**src/rtl/obi_copy_initiator.sv**
```systemverilog
// OBI block-copy initiator: for each word, one read then one write, with a single transaction
// outstanding. Optional XOR checksum of all words read is enabled by OBI_COPY_CHECKSUM_EN.

package obi_pkg;
  typedef struct packed {
    logic        req;
    logic        we;
    logic [3:0]  be;
    logic [31:0] addr;
    logic [31:0] wdata;
  } obi_req_t;

  typedef struct packed {
    logic        gnt;
    logic        rvalid;
    logic [31:0] rdata;
  } obi_resp_t;
endpackage

module obi_copy_initiator
  import obi_pkg::*;
#(
  parameter int unsigned LEN_WIDTH = 16
) (
  input  logic                 clk_i,
  input  logic                 rst_ni,
  input  logic                 start_i,
  input  logic [31:0]          src_addr_i,
  input  logic [31:0]          dst_addr_i,
  input  logic [LEN_WIDTH-1:0] len_i,
  output logic                 busy_o,
  output logic                 done_o,
  output logic [31:0]          checksum_o,
  output obi_req_t             obi_req_o,
  input  obi_resp_t            obi_resp_i
);

  typedef enum logic [2:0] {
    StIdle,
    StRdReq,
    StRdWait,
    StWrReq,
    StWrWait,
    StDone
  } state_e;

  state_e               state_q, state_d;
  logic [31:0]          src_q, src_d;
  logic [31:0]          dst_q, dst_d;
  logic [31:0]          data_q, data_d;
  logic [LEN_WIDTH-1:0] rem_q, rem_d;
`ifdef OBI_COPY_CHECKSUM_EN
  logic [31:0]          cks_q, cks_d;
`endif

  always_comb begin
    state_d   = state_q;
    src_d     = src_q;
    dst_d     = dst_q;
    data_d    = data_q;
    rem_d     = rem_q;
`ifdef OBI_COPY_CHECKSUM_EN
    cks_d     = cks_q;
`endif
    obi_req_o = '0;
    done_o    = 1'b0;
    busy_o    = (state_q != StIdle);

    unique case (state_q)
      StIdle: begin
        if (start_i) begin
          src_d   = {src_addr_i[31:2], 2'b00};
          dst_d   = {dst_addr_i[31:2], 2'b00};
          rem_d   = len_i;
`ifdef OBI_COPY_CHECKSUM_EN
          cks_d   = '0;
`endif
          state_d = (len_i == '0) ? StDone : StRdReq;
        end
      end
      StRdReq: begin
        obi_req_o.req  = 1'b1;
        obi_req_o.be   = 4'hF;
        obi_req_o.addr = src_q;
        if (obi_resp_i.gnt) state_d = StRdWait;
      end
      StRdWait: begin
        if (obi_resp_i.rvalid) begin
          data_d  = obi_resp_i.rdata;
`ifdef OBI_COPY_CHECKSUM_EN
          cks_d   = cks_q ^ obi_resp_i.rdata;
`endif
          state_d = StWrReq;
        end
      end
      StWrReq: begin
        obi_req_o.req   = 1'b1;
        obi_req_o.we    = 1'b1;
        obi_req_o.be    = 4'hF;
        obi_req_o.addr  = dst_q;
        obi_req_o.wdata = data_q;
        if (obi_resp_i.gnt) state_d = StWrWait;
      end
      StWrWait: begin
        // The write response retires the word; addresses wrap modulo 2**32.
        if (obi_resp_i.rvalid) begin
          src_d   = src_q + 32'd4;
          dst_d   = dst_q + 32'd4;
          rem_d   = rem_q - LEN_WIDTH'(1);
          state_d = (rem_q == LEN_WIDTH'(1)) ? StDone : StRdReq;
        end
      end
      StDone: begin
        done_o  = 1'b1;
        state_d = StIdle;
      end
      default: state_d = StIdle;
    endcase
  end

  always_ff @(posedge clk_i or negedge rst_ni) begin
    if (!rst_ni) begin
      state_q <= StIdle;
      src_q   <= '0;
      dst_q   <= '0;
      data_q  <= '0;
      rem_q   <= '0;
    end else begin
      state_q <= state_d;
      src_q   <= src_d;
      dst_q   <= dst_d;
      data_q  <= data_d;
      rem_q   <= rem_d;
    end
  end

`ifdef OBI_COPY_CHECKSUM_EN
  always_ff @(posedge clk_i or negedge rst_ni) begin
    if (!rst_ni) cks_q <= '0;
    else         cks_q <= cks_d;
  end

  assign checksum_o = cks_q;
`else
  assign checksum_o = 32'h0;
`endif

endmodule

```
**config.mk**
```make
export PLATFORM = sky130hd
export DESIGN_NAME = obi_copy_initiator
export DESIGN_NICKNAME = d
export VERILOG_FILES = /design/src/rtl/obi_copy_initiator.sv
export SDC_FILE = /design/constraint.sdc
export NUM_CORES = 1
export LEC_CHECK = 0
export CORE_ASPECT_RATIO = 0.9
export CORE_MARGIN = 2
export CORE_UTILIZATION = 51
export CTS_BUF_LIST = sky130_fd_sc_hd__clkbuf_4 sky130_fd_sc_hd__clkbuf_8 sky130_fd_sc_hd__clkbuf_16
export DETAILED_ROUTE_END_ITERATION = 8
export GPL_TIMING_DRIVEN = 0
export PLACE_DENSITY = 0.86
export SYNTH_ARGS = -nofsm -noshare
export SYNTH_HDL_FRONTEND = slang
export SYNTH_SLANG_ARGS = --single-unit
export TNS_END_PERCENT = 1
```
**constraint.sdc**
```tcl
create_clock -name clk_i -period 4.1 [get_ports clk_i]
set_input_delay 1.23 -clock clk_i [delete_from_list [all_inputs] [get_ports clk_i]]
set_output_delay 1.23 -clock clk_i [all_outputs]
set_load 0.1 [all_outputs]
```
==> key figures <==
Status
  • Status: completed

Critical path
  • CP arrival: 2800 ps
  • Critical Path Source Type: flip-flop
  • Reg2reg path depth: 8
  • Largest delay share family, worst path: buffers and inverters
  • Critical Path Stages: 5
  • End point of the critical path: obi_req_o[46]
  • WS Path Type: flip-flop to output port
  • Worst Path Max Fanout: 10
  • Crit path from: state_q[1]$_DFFE_PN0P_
  • Critical path required time: 2870 ps
  • Reg2reg end: rem_q[14]$_DFFE_PN0P_
  • Critical path's slowest cell: clkdlybuf4s15_1
  • CP bufs+invs: 3
  • Worst setup EP type: output port
  • Crit-path max cell delay: 850 ps
  • Worst r2r src: state_q[1]$_DFFE_PN0P_
  • Crit path cell chain: buf_2 > buf_1 > mux2i_1 > nor2_1 > clkdlybuf4s15_1
  • Flop-to-flop setup slack: 1530 ps

Global route
  • Initial antenna violation count: 0
  • Grt total ovfl: 0
  • Largest net degree at the start of global routing: 86
  • Vias in the first global route: 7237
  • Gr usage total: 33.0%
  • GR Util met1: 45.1%
  • First-pass GRT wire length: 38.1 mm
  • GR Layer Usage met3: 8.52%
  • GR peak layer: met2
  • Met2 usage: 49.5%

Place
  • Placed cell area: 9320 um2
  • Setup Slack @ Placement: 68.6 ps
  • Post-DP HPWL: 18.0 mm
  • RD Place Congestion: 0.978
  • Port bufs: 182

Drt
  • Initial DRT Pass Iterations: 6
  • # DRC: 0
  • DR vias/cell: 6.36
  • Initial DRC Count: 1136
  • Final wirelength: 25.2 mm
  • Antenna Nets Post-Route: 0
  • Drt wl/cell: 20.6 um
  • Vias: 7783

STA
  • Final hold violation count: 0
  • Final period util: 98.3%
  • Final worst setup slack: 70.0 ps
  • Final max-slew violation count: 0
  • Worst-Margin Slew: 1020 ps
  • Max Fclk: 248 MHz
  • RSZ-0062 raised after global routing: false
  • # setup viols final: 0
  • Final worst clock skew: 14.9 ps
  • Slew margin rel.: 32.2%
  • Minimum clock period: 4030 ps
  • TNS Setup: 0 ps

Cells and area
  • N_diodes: 0
  • Final Core Density: 70.4%
  • Area growth syn-to-layout: 33.3%
  • Most frequent cells in the layout: clkdlybuf4s50_1 (113), dfrtp_1 (111), nor2_1 (86), a21oi_1 (79), nand2_1 (59)
  • Final Cell Area: 9510 um2
  • Layout Nets: 1172
  • Share of layout cells above drive strength 1: 15.5%
  • Leading cell type in the layout, fill and taps excluded: clkdlybuf4s50_1

CTS
  • Clk Latency, worst-skew pair: 360 ps
  • Clock Path Buffers: 2
  • H-tree depth: 3
  • Clock transition at the registers of the reported paths: 80 ps
  • Clock sink total: 111
  • CTS tree: built
  • TritonCTS buffer count: 9
  • Root buf cell: clkbuf_16

Die
  • Die width: 129 um
  • Total core area: 13500 um2
  • Starting density of the core: 52.8%
  • Die Y: 116 um
  • Row count: 40
  • Die ar.: 15000 um2
  • I/O Pins: 221

Yosys
  • Cell Area, Synth: 7130 um2
  • Ys async rst share: 100%
  • Sequential share of the synthesized area: 38.9%
  • Post-synth EDFFs: 0
  • Ys Warns: 0
  • Synth Area per Inst: 8.66 um2
  • Yosys reg bits: 111
  • Gate Count Post-Synth: 824
  • Synth cell types: 61
  • Post-synth top flop: dfrtp_1

Power
  • Tot Pwr: 8.91 mW
  • VDD IR max: 0.839 mV
  • Leakage dissipation: 4.20 nW
  • Power Dens Cells: 937 nW/um2

Hold path
  • Hold/Removal Path Class: flip-flop to flip-flop

Job
  • Max Cap Viol: 0
## routing by layer
layer | vias to the layer above | wire length (um)
li1 | 3414 | -
met1 | 3614 | 9560
met2 | 650 | 11000
met3 | 105 | 3460
met4 | 0 | 1130
met5 | - | 0
## kinds of logic (layout without fill, tap and decap cells)
group	Yosys count	in the layout	synth area share (%)
XOR/XNOR	1	1	0.123
other	1	34	0.0526
AO/OA/AOI/OAI	225	225	19.5
adder cells (fa/ha/maj)	4	4	0.702
multiplexers	65	65	9.68
flip-flops	111	111	38.9
buffers and inverters	107	306	8.15
AND/OR/NAND/NOR	310	310	22.8
## cell type report
type                       instances  area, um2
fill                            1094       4000
multi-input combinational        639       3900
inverter                           7       26.3
clock inverter                     6       92.6
timing repair buffer             183       1710
tap                              168        210
buffer                           100        556
clock buffer                      10        239
sequential                       111       2780
## sequential cells by signal, indices dropped and copies added, names as in the netlist
| name | count |
|---|---|
| data_q | 32 |
| dst_q | 30 |
| src_q | 30 |
| rem_q | 16 |
| state_q | 3 |
## power by group
group          total [mW]  switching (mW)  internal [mW]
Clock               0.993           0.435          0.558
Combinational        5.70            4.22           1.49
Sequential           2.22           0.574           1.64
Total                8.91            5.23           3.69
## worst min path at each step
stage                      startpoint                endpoint  cells past startpoint
3_3_place_gp    data_q[7]$_DFFE_PN0P_   data_q[7]$_DFFE_PN0P_                      1
5_1_grt         data_q[3]$_DFFE_PN0P_   data_q[3]$_DFFE_PN0P_                      1
4_1_cts        data_q[17]$_DFFE_PN0P_  data_q[17]$_DFFE_PN0P_                      1
3_5_place_dp   data_q[17]$_DFFE_PN0P_  data_q[17]$_DFFE_PN0P_                      1
2_1_floorplan  data_q[10]$_DFFE_PN0P_  data_q[10]$_DFFE_PN0P_                      1
6_report       data_q[27]$_DFFE_PN0P_  data_q[27]$_DFFE_PN0P_                      1
## through the flow
stage,hold WS (ps),instances
after floorplan,473,857
after global placement,481,1207
after detailed placement,489,1208
after CTS,505,1224
after global routing,514,1224
final,500,1224
## cells in the mapped netlist, types with 3 or more instances
library cell,instances,area share [%]
a211oi_1,12,1.3
a21oi_1,79,5.5
a2bb2oi_1,15,1.8
a311oi_1,9,1.1
a31oi_1,6,0.53
a41o_1,3,0.42
and2_1,5,0.44
and3_1,46,4.0
and4_1,5,0.61
buf_1,8,0.42
buf_2,26,1.8
buf_4,39,4.1
clkbuf_1,26,1.4
dfrtp_1,111,39
ha_1,4,0.70
inv_1,7,0.37
mux2_2,32,5.1
mux2i_1,33,4.6
nand2_1,59,3.1
nand2b_1,3,0.26
nand3_1,37,2.6
nand4_1,15,1.3
nor2_1,86,4.5
nor3_1,18,1.3
nor4_1,6,0.53
o21a_1,6,0.63
o21ai_0,45,3.2
o22a_1,4,0.49
o22ai_1,28,2.5
o32ai_1,3,0.37
or3_1,9,0.79
## timing repair
| action | in CTS | in global routing |
|---|---|---|
| resized for setup | 96 | 41 |
| endpoints found under the setup margin | 62 | 36 |
| buffers inserted | 0 | 0 |
| hold buffers | 0 | 0 |
Note: power is estimated with default switching activity, not from simulation.
